## config.mk

```make
export PLATFORM = sky130hd
export DESIGN_NAME = rr_arbiter8
export DESIGN_NICKNAME = d
export VERILOG_FILES = /design/src/rtl/rr_arbiter8.sv
export SDC_FILE = /design/constraint.sdc
export NUM_CORES = 1
export LEC_CHECK = 0
export BUFFER_PORTS_ARGS = -buffer_cell sky130_fd_sc_hd__buf_4
export CAP_MARGIN = 25
export CORE_ASPECT_RATIO = 1.2
export CORE_MARGIN = 2
export CORE_UTILIZATION = 58
export CTS_CLUSTER_DIAMETER = 40
export CTS_CLUSTER_SIZE = 24
export DETAILED_ROUTE_END_ITERATION = 10
export PLACE_DENSITY = 0.81
export SLEW_MARGIN = 40
export SYNTH_ARGS = -nofsm -noshare
export SYNTH_HDL_FRONTEND = slang
export SYNTH_SLANG_ARGS = --single-unit
```

## constraint.sdc

```tcl
create_clock -name clk -period 4.6 [get_ports clk]
set_input_delay 0.69 -clock clk [delete_from_list [all_inputs] [get_ports clk]]
set_output_delay 0.69 -clock clk [all_outputs]
set_load 0.005 [all_outputs]
```

## src/rtl/rr_arbiter8.sv

```systemverilog
// Eight-requester round-robin arbiter with registered one-hot grant, owner index,
// idle/none flag and an optional hold timeout that forces release of a stuck owner.
module rr_arbiter8 #(
    parameter int MAX_HOLD = 16,
    parameter int CW       = 5
) (
    input  logic       clk,
    input  logic       rst_n,
    input  logic [7:0] req,
    input  logic       done,
    output logic [7:0] gnt,
    output logic [2:0] gnt_id,
    output logic       gnt_valid,
    output logic       eo,
    output logic       timeout
);

    typedef enum logic {IDLE, GRANT} state_t;

    localparam logic [CW-1:0] HOLD_LAST = CW'((MAX_HOLD > 0) ? MAX_HOLD - 1 : 0);
    localparam logic          HOLD_EN   = (MAX_HOLD != 0);

    state_t        state_reg, state_next;
    logic [7:0]    gnt_reg, gnt_next;
    logic [2:0]    id_reg, id_next;
    logic          valid_reg, valid_next;
    logic          eo_reg, eo_next;
    logic          to_reg, to_next;
    logic [2:0]    ptr_reg, ptr_next;
    logic [CW-1:0] cnt_reg, cnt_next;

    logic [7:0]    rot_req;
    logic [2:0]    sel_off;
    logic [2:0]    sel;
    logic          rel_done, rel_wd, rel_to, release_now;

    // Requests rotated so that bit 0 is the requester currently holding top priority.
    genvar gi;
    generate
        for (gi = 0; gi < 8; gi++) begin : g_rot
            assign rot_req[gi] = req[3'(ptr_reg + 3'(gi))];
        end
    endgenerate

    always_comb begin
        sel_off = 3'd0;
        for (int i = 7; i >= 0; i--) begin
            if (rot_req[i]) sel_off = 3'(i);
        end
    end

    assign sel         = ptr_reg + sel_off;
    assign rel_done    = done;
    assign rel_wd      = ~req[id_reg];
    assign rel_to      = HOLD_EN && (cnt_reg == HOLD_LAST);
    assign release_now = rel_done | rel_wd | rel_to;

    always_ff @(posedge clk or negedge rst_n) begin
        if (!rst_n) state_reg <= IDLE;
        else        state_reg <= state_next;
    end

    always_comb begin
        state_next = state_reg;
        case (state_reg)
            IDLE:    if (|req)       state_next = GRANT;
            GRANT:   if (release_now) state_next = IDLE;
            default:                 state_next = IDLE;
        endcase
    end

    always_comb begin
        gnt_next   = gnt_reg;
        id_next    = id_reg;
        valid_next = valid_reg;
        eo_next    = eo_reg;
        to_next    = 1'b0;
        ptr_next   = ptr_reg;
        cnt_next   = cnt_reg;
        case (state_reg)
            IDLE: begin
                if (|req) begin
                    gnt_next   = 8'(8'b1 << sel);
                    id_next    = sel;
                    valid_next = 1'b1;
                    eo_next    = 1'b0;
                    cnt_next   = '0;
                end else begin
                    gnt_next   = 8'h00;
                    valid_next = 1'b0;
                    eo_next    = 1'b1;
                end
            end
            GRANT: begin
                if (release_now) begin
                    gnt_next   = 8'h00;
                    valid_next = 1'b0;
                    ptr_next   = id_reg + 3'd1;
                    cnt_next   = '0;
                    eo_next    = ~|req;
                    // Flag only a pure timeout, not one coinciding with a normal release.
                    to_next    = rel_to & ~rel_done & ~rel_wd;
                end else begin
                    eo_next    = 1'b0;
                    cnt_next   = (cnt_reg == {CW{1'b1}}) ? cnt_reg : cnt_reg + 1'b1;
                end
            end
            default: begin
                gnt_next   = 8'h00;
                valid_next = 1'b0;
            end
        endcase
    end

    always_ff @(posedge clk or negedge rst_n) begin
        if (!rst_n) begin
            gnt_reg   <= 8'h00;
            id_reg    <= 3'd0;
            valid_reg <= 1'b0;
            eo_reg    <= 1'b1;
            to_reg    <= 1'b0;
            ptr_reg   <= 3'd0;
            cnt_reg   <= '0;
        end else begin
            gnt_reg   <= gnt_next;
            id_reg    <= id_next;
            valid_reg <= valid_next;
            eo_reg    <= eo_next;
            to_reg    <= to_next;
            ptr_reg   <= ptr_next;
            cnt_reg   <= cnt_next;
        end
    end

    assign gnt       = gnt_reg;
    assign gnt_id    = id_reg;
    assign gnt_valid = valid_reg;
    assign eo        = eo_reg;
    assign timeout   = to_reg;

endmodule
```

==> impl_metrics.ini, run 1 <==
[logic_synthesis]
synth_top_family_by_area = multiplexers
synth_common_cells = dfrtp_1 (22), nand2_1 (19), nand3_1 (18), nor2_1 (13)
synthCells = 192
yosysTopAreaCell = dfrtp_1
async_flop_share = 1.00
syn_nets = 211
syn_avg_cell_area_um2 = 9.87
synth_cell_types = 51
yosysMostFrequentCell = dfrtp_1
syn_area_um2 = 1890
synth_edf_count = 0
synthFlopType = dfrtp_1
synthMuxAreaShare = 0.216
synth_top_area_share = 0.291
synthSimpleGateAreaFrac = 0.199
seq_area_frac_synth = 0.304
synth_compound_area_frac = 0.139
synth_xor_area_frac = 0.0324
synth_fa_ha_area_frac = 0.0568
synthTopCellsByArea = dfrtp_1 (29%), mux4_2 (8.3%), mux4_1 (5.5%), nand3_1 (4.8%), ha_1 (4.6%)
synth-seq-cells = 23
yosys_warnings = 0

[power_and_ir_drop]
clockPowerShare = 0.058
power_density_nw_per_um2 = 775
p_total_w = 0.00163
vdd_drop_max_mv = 0.621
p_int_w = 0.000845
p_sw_w = 0.000788
power.leakage_nw = 0.935
sw_frac_of_total = 0.483
power_frac_comb = 0.740
p_seq_frac = 0.203

[grt]
antenna_found_initial = 0
gr-total-overflow = 0
first_global_vias = 1644
grt_max_degree = 24
grt_first_pass_wirelength_um = 7700
grt_usage = 0.258

[cts]
cts_hold_buf = 0
cts_sinks = 23
cts-root-buf = clkbuf_4
cts_tree = built
htree_levels = 1
clock_path_buffers = 2
clock_latency_ns = 0.31
numCtsBuffers = 3
cts-resized-gates = 0
clk_pin_slew_ns = 0.12
post_cts_buffers = 0

[sta]
max_freq_mhz = 239
drv_slew = 0
setup_tns_ns = 0
slew_headroom = 0.639
setup_ws_ns = 0.411
period_share = 0.911
rsz0062_at_grt = no
finClkSkew_ns = 0.00230
setup_viol = 0
final_hold_viol_count = 0
fin_crit_ns = 4.19
tightest_slew_ns = 0.541

[die]
dieWidth_um = 56.2
row_count = 22
pin_count = 25
die_h_um = 66.6
dieArea_um2 = 3740
design.core.area_um2 = 3080
start_util = 0.614

[routing]
dr.pass1.iters = 4
routedWlPerCell_um = 17.1
viasPerCell = 6.31
via_count = 1583
wl_um = 4290
ant_nets = 0
dr.first_iter.drc_count = 53
drc = 0

[final_layout]
stdcell_area_um2 = 2110
largest_register_ffs = 8
drive_gt1_frac = 0.251
nets = 235
insertedDiodeCount = 0
syn_to_final_growth_pct = 11.2
fin_cells = 251

[placement]
dp_hpwl_um = 3330
place_ws_ns = 0.478
dpl.cell_count = 247
port_buffers = 24
gp_congestion = 0.888
placed_area_um2 = 2080

[min_path]
hold_path_class = in2async

[status]
status = completed

[setup_path]
crit_path_end_kind = flop
crit_chain = inv_1 > ha_1 > mux2_1 > mux4_1 > o21ai_0 > a21oi_1 > o22a_1 > ha_1 > inv_1 > fa_1 > nor4_1 > o21ai_0 > nand3_1
cpPeakStageDelay_ns = 0.60
slowest_stage = dfrtp_1
required_ns = 4.86
worstSetupPathType = reg2reg
crit_fanout = 12
startpoint_type = flop
cp.arrival_ns = 4.45

[flow_run]
maxCapViolCount = 0
[cell families after synthesis]
logic type / after synthesis
XOR/XNOR: 7
multiplexers: 23
AND/OR/NAND/NOR: 75
AO/OA/AOI/OAI: 37
buffers and inverters: 19
flip-flops: 23
adder cells (fa/ha/maj): 8
[layout by cell type (no fill, tap or decap), types with 2 or more instances in the layout]
| master | instances |
|---|---|
| o31a_1 | 2 |
| nor3_1 | 5 |
| mux4_1 | 4 |
| o22ai_1 | 4 |
| clkbuf_4 | 3 |
| buf_4 | 26 |
| nand3b_1 | 2 |
| nor2_1 | 13 |
| inv_1 | 11 |
| o21ai_0 | 11 |
| mux2_2 | 4 |
| nand2_1 | 19 |
| nor4_1 | 4 |
| or3b_2 | 4 |
| xnor2_1 | 3 |
| dfrtp_1 | 22 |
| a21oi_1 | 8 |
| xor2_1 | 4 |
| nand2b_1 | 2 |
| mux2i_1 | 5 |
| ha_1 | 7 |
| nand3_1 | 18 |
| mux4_2 | 7 |
[worst paths after layout]
kind | start | endpoint | slack [ns] | cells past startpoint
worst max-delay path | ptr_reg[1] | gnt[2] | 0.41 | 13
min in group clk | gnt[4] | gnt[4] | 0.51 | 2
max in group asynchronous | rst_n | eo | 4.08 | 1
worst max register to register | ptr_reg[1] | gnt[2] | 0.41 | 13
worst min register to register | gnt[4] | gnt[4] | 0.51 | 2
worst min-delay path | rst_n | ptr_reg[1] | 0.24 | 1
[layout make-up]
| type | instances | area, µm² |
|---|---|---|
| Sequential cell | 23 | 577 |
| Tap cell | 36 | 45.0 |
| Clock buffer | 4 | 26.3 |
| Inverter | 12 | 45.0 |
| Fill cell | 261 | 976 |
| Multi-Input combinational cell | 150 | 1220 |
| Timing Repair Buffer | 26 | 195 |
[stage by stage]
step / util / hold slack, ns
3_3_place_gp: 0.675 / 0.481
4_1_cts: 0.683 / 0.253
6_report: 0.683 / 0.242
3_5_place_dp: 0.675 / 0.481
5_1_grt: 0.683 / 0.270
2_1_floorplan: - / 0.394
[per-layer routing]
layer,GRT usage,vias to the layer above,routed length [µm]
met3,0.0272,9,94
met1,0.307,778,1710
met2,0.481,32,2400
li1,-,764,-
met4,0.0923,0,82
met5,0,-,0
[worst max-delay path, delay by kind of cell, from the launching register on]
kind / cells / cell delay (ns)
multiplexers: 2 / 1.00
AO/OA/AOI/OAI: 4 / 0.69
buffers and inverters: 2 / 0.21
adder cells (fa/ha/maj): 3 / 1.12
flip-flops: 1 / 0.60
AND/OR/NAND/NOR: 2 / 0.50
[power by group through the flow]
stage                     Clock (W)  Sequential (W)  Combinational, W
final                     0.0000941        0.000331           0.00121
after floorplan                   0        0.000309           0.00101
after CTS                 0.0000958        0.000331           0.00120
after global placement            0        0.000330           0.00114
after detailed placement          0        0.000335           0.00120
after global routing      0.0000983        0.000341           0.00135
(Power assumes the default switching activity.)
==> inputs of run 2 (changes only) <==
CELL_PAD_IN_SITES_DETAIL_PLACEMENT = 1   (was not set)
CELL_PAD_IN_SITES_GLOBAL_PLACEMENT = 1   (was not set)
CORE_UTILIZATION = 45   (was 58)
==> impl_metrics.ini, run 2 (synthesis results as in run 1) <==
[die]
dieArea_um2 = 4750
design.core.area_um2 = 4000
dieWidth_um = 63.2
die_h_um = 75.1
pin_count = 25
start_util = 0.473
row_count = 25

[final_layout]
nFillCells = 490
insertedDiodeCount = 0
syn_to_final_growth_pct = 13.4
layout_common_cells = buf_4 (26), dfrtp_1 (22), nand2_1 (19), nand3_1 (18), nor2_1 (13)
fin_cells = 269
layout_commonest_cell = buf_4
nets = 235
stdcell_area_um2 = 2150
largest_register_ffs = 8
drive_gt1_frac = 0.251

[cts]
cts-root-buf = clkbuf_8
htree_levels = 1
clock_path_buffers = 2
cts_hold_buf = 0
cts_sinks = 23
clk_pin_slew_ns = 0.08
cts-resized-gates = 0
clock_latency_ns = 0.26
numCtsBuffers = 3
post_cts_buffers = 0
cts_tree = built

[sta]
finClkSkew_ns = 0.00424
setup_viol = 0
period_share = 0.910
slew_headroom = 0.635
fin_crit_ns = 4.19
drv_slew = 0
hold_slack_ns = 0.313
final_hold_viol_count = 0
setup_tns_ns = 0
max_freq_mhz = 239
rsz0062_at_grt = no
tightest_slew_ns = 0.548

[placement]
port_buffers = 24
gp_congestion = 0.787
dp_hpwl_um = 3800
placed_area_um2 = 2100
dpl.cell_count = 265

[setup_path]
ff2ff_setup_slack_ns = 0.41
worstSetupPathType = reg2reg
startpoint_type = flop
crit_path_end_kind = flop
required_ns = 4.80
crit_fanout = 12
cp.arrival_ns = 4.39

[grt]
gr-total-overflow = 0
grt_usage = 0.220
grt_max_degree = 24
grt_first_pass_wirelength_um = 8270
first_global_vias = 1704
antenna_found_initial = 0

[power_and_ir_drop]
p_int_w = 0.000877
power.leakage_nw = 0.942
power_density_nw_per_um2 = 793
sw_frac_of_total = 0.485
vdd_drop_max_mv = 0.263
power_frac_comb = 0.731
clockPowerShare = 0.072
p_sw_w = 0.000826
p_seq_frac = 0.197
p_total_w = 0.00170

[routing]
drc = 0
via_count = 1604
dr.first_iter.drc_count = 76
wl_um = 4790
routedWlPerCell_um = 17.8
ant_nets = 0
viasPerCell = 5.96
dr.pass1.iters = 4

[min_path]
hold_path_class = in2async

[status]
status = completed

[flow_run]
maxCapViolCount = 0
run 2: cell count changes in the layout (fill, tap and decap cells not counted):
| cell | delta |
|---|---|
| clkbuf_4 | -3 |
| clkbuf_8 | +3 |
run 2: final cells by class:
type / instances / area [µm²] / share of cell area
flip-flops and latches: 23 / 577 / 0.268
repair buffers: 26 / 195 / 0.0909
multi-input cells: 150 / 1220 / 0.567
well taps: 54 / 67.6 / 0.0315
inverters: 12 / 45.0 / 0.0210
clock buffers: 4 / 45.0 / 0.0210
run 2: layer usage:
| metal | part of all wire | routed length [µm] | GRT usage |
|---|---|---|---|
| met1 | 0.41 | 1980 | 0.259 |
| met2 | 0.56 | 2710 | 0.439 |
| met3 | 0.015 | 72 | 0.0179 |
| met4 | 0.0065 | 31 | 0.0507 |
| met5 | 0 | 0 | 0 |
run 2: critical path, stage by stage, from the launching register on:
cell and delay [ns]:
dfrtp_1 0.62, inv_1 0.16, ha_1 0.45, mux2_1 0.40, mux4_1 0.57, o21ai_0 0.20
a21oi_1 0.09, o22a_1 0.19, ha_1 0.18, inv_1 0.07, fa_1 0.51, nor4_1 0.41
o21ai_0 0.17, nand3_1 0.11
run 2: per-stage QoR:
step / utilization / worst slack (ns)
after global routing: 0.537 / 0.0903
after CTS: 0.537 / 0.392
after floorplan: - / 0.922
after global placement: 0.525 / 0.690
final: 0.537 / 0.412
after detailed placement: 0.525 / 0.447
run 2: worst paths after layout:
kind | startpoint | endpoint | cells after the start
worst max-delay path | ptr_reg[1] | gnt[2] | 13
worst min-delay path | rst_n | timeout | 1
worst max register to register | ptr_reg[1] | gnt[2] | 13
worst min register to register | gnt[0] | gnt[0] | 2
max in group asynchronous | rst_n | eo | 1
min in group clk | gnt[0] | gnt[0] | 2
run 2: power groups by stage:
stage	clock (W)	sequential [W]	combinational [W]
floorplan	0	0.000309	0.00101
global placement	0	0.000332	0.00116
detailed placement	0	0.000340	0.00123
CTS	0.000128	0.000336	0.00124
global route	0.000134	0.000347	0.00138
finish	0.000123	0.000335	0.00124
==> inputs of run 3 (changes only) <==
CORE_MARGIN = 5   (was 2)
CORE_UTILIZATION = 48   (was 45)
PLACE_DENSITY = 0.86   (was 0.81)
clock period = 5.4 ns   (was 4.6 ns; I/O delays follow)
==> impl_metrics.ini, run 3 (synthesis results as in run 1) <==
[status]
status = completed

[cts]
post_cts_buffers = 0
cts_hold_buf = 0
clk_pin_slew_ns = 0.08
cts_sinks = 23
cts-root-buf = clkbuf_8
numCtsBuffers = 3
clock_path_buffers = 2
htree_levels = 1
clock_latency_ns = 0.26
cts-resized-gates = 0
cts_tree = built

[setup_path]
reg2reg_from = ptr_reg[0]
critPathCapture = gnt[2]
startpoint = ptr_reg[0]
worstSetupPathType = reg2reg
cp.arrival_ns = 4.60
startpoint_type = flop
reg2regPathDepth = 12
crit_fanout = 15
rr_endpoint = gnt[2]
crit_path_end_kind = flop
ff2ff_setup_slack_ns = 1.0
required_ns = 5.60

[routing]
ant_nets = 0
dr.pass1.iters = 4
wl_um = 4900
routedWlPerCell_um = 18.3
via_count = 1616
viasPerCell = 6.03
dr.first_iter.drc_count = 74
drc = 0

[sta]
drv_slew = 0
setup_viol = 0
tightest_slew_ns = 0.576
final_hold_viol_count = 0
period_share = 0.816
rsz0062_at_grt = no
finClkSkew_ns = 0.00441
fin_crit_ns = 4.40
max_freq_mhz = 227
setup_tns_ns = 0
slew_headroom = 0.616
hold_slack_ns = 0.437

[final_layout]
layout_commonest_cell = buf_4
drive_gt1_frac = 0.248
nFillCells = 468
fin_cells = 268
layout_common_cells = buf_4 (25), dfrtp_1 (22), nand2_1 (19), nand3_1 (18), nor2_1 (13)
multi_input_area_um2 = 1220
final_util = 0.552
nets = 234
syn_to_final_growth_pct = 13.0
seqCellArea_um2 = 577
insertedDiodeCount = 0
largest_register_ffs = 8

[placement]
dp_hpwl_um = 3870
port_buffers = 24
dpl.cell_count = 264
gp_congestion = 0.836

[die]
dieArea_um2 = 5310
die_h_um = 78.8
design.core.area_um2 = 3880
dieWidth_um = 67.3
start_util = 0.488
pin_count = 25
row_count = 25

[grt]
gr-total-overflow = 0
grt_util_met3 = 0.0170
grt_usage = 0.210
busiest_layer = met2
grtUsageMet2 = 0.393
first_global_vias = 1822
grt_max_degree = 24
grt_first_pass_wirelength_um = 8740
grt_util_met1 = 0.247
antenna_found_initial = 0

[power_and_ir_drop]
power_density_nw_per_um2 = 673
power.leakage_nw = 0.938
vdd_drop_max_mv = 0.295
p_total_w = 0.00144

[min_path]
hold_path_class = in2async

[flow_run]
maxCapViolCount = 0
==> run 3: cell count changes in the layout (fill, tap and decap cells not counted) <==
cell	delta
buf_4	-1
==> run 3: metrics by stage <==
step                instance area (µm²)  setup WS [ns]
finish                             2140          0.996
global route                       2140          0.701
CTS                                2140          0.975
detailed placement                 2100           1.11
global placement                   2100           1.39
floorplan                          1890           1.72
==> run 3: layout make-up <==
type,instances,share of cell area
Clock buffer,4,0.0210
Inverter,12,0.0210
Multi-Input combinational cell,150,0.569
Sequential cell,23,0.269
Tap cell,54,0.0316
Timing Repair Buffer,25,0.0877
==> run 3: worst max-delay path, cell delays in order, from the launching register on <==
cell and delay, ns:
dfrtp_1 0.71, inv_1 0.13, ha_1 0.45, mux2_1 0.41, mux4_2 0.49, or2_0 0.35
o22ai_1 0.24, a21oi_1 0.12, fa_1 0.46, xor2_1 0.23, nor4_1 0.39, o21ai_0 0.22
nand3_1 0.13
==> run 3: worst min-delay path by stage <==
stage          slack, ns    endpoint  depth (start not counted)
2_1_floorplan       0.48  cnt_reg[0]                          1
3_3_place_gp        0.48      gnt[1]                          2
3_5_place_dp        0.49      gnt[2]                          2
4_1_cts             0.43  cnt_reg[1]                          1
5_1_grt             0.44  cnt_reg[1]                          1
6_report            0.44   gnt_valid                          1
==> run 3: where the power goes <==
| part | switching (W) | leakage [nW] | internal (W) |
|---|---|---|---|
| sequential | 0.0000843 | 0.297 | 0.000220 |
| clock | 0.0000529 | 0.0228 | 0.0000525 |
| combinational | 0.000564 | 0.618 | 0.000466 |
| total | 0.000702 | 0.938 | 0.000739 |
==> run 3: layer usage <==
| metal | vias to the layer above | wire [µm] | part of all wire |
|---|---|---|---|
| met5 | - | 0 | 0 |
| met4 | 0 | 87 | 0.018 |
| met3 | 10 | 43 | 0.0088 |
| met2 | 15 | 2880 | 0.59 |
| met1 | 836 | 1890 | 0.38 |
| li1 | 755 | - | - |
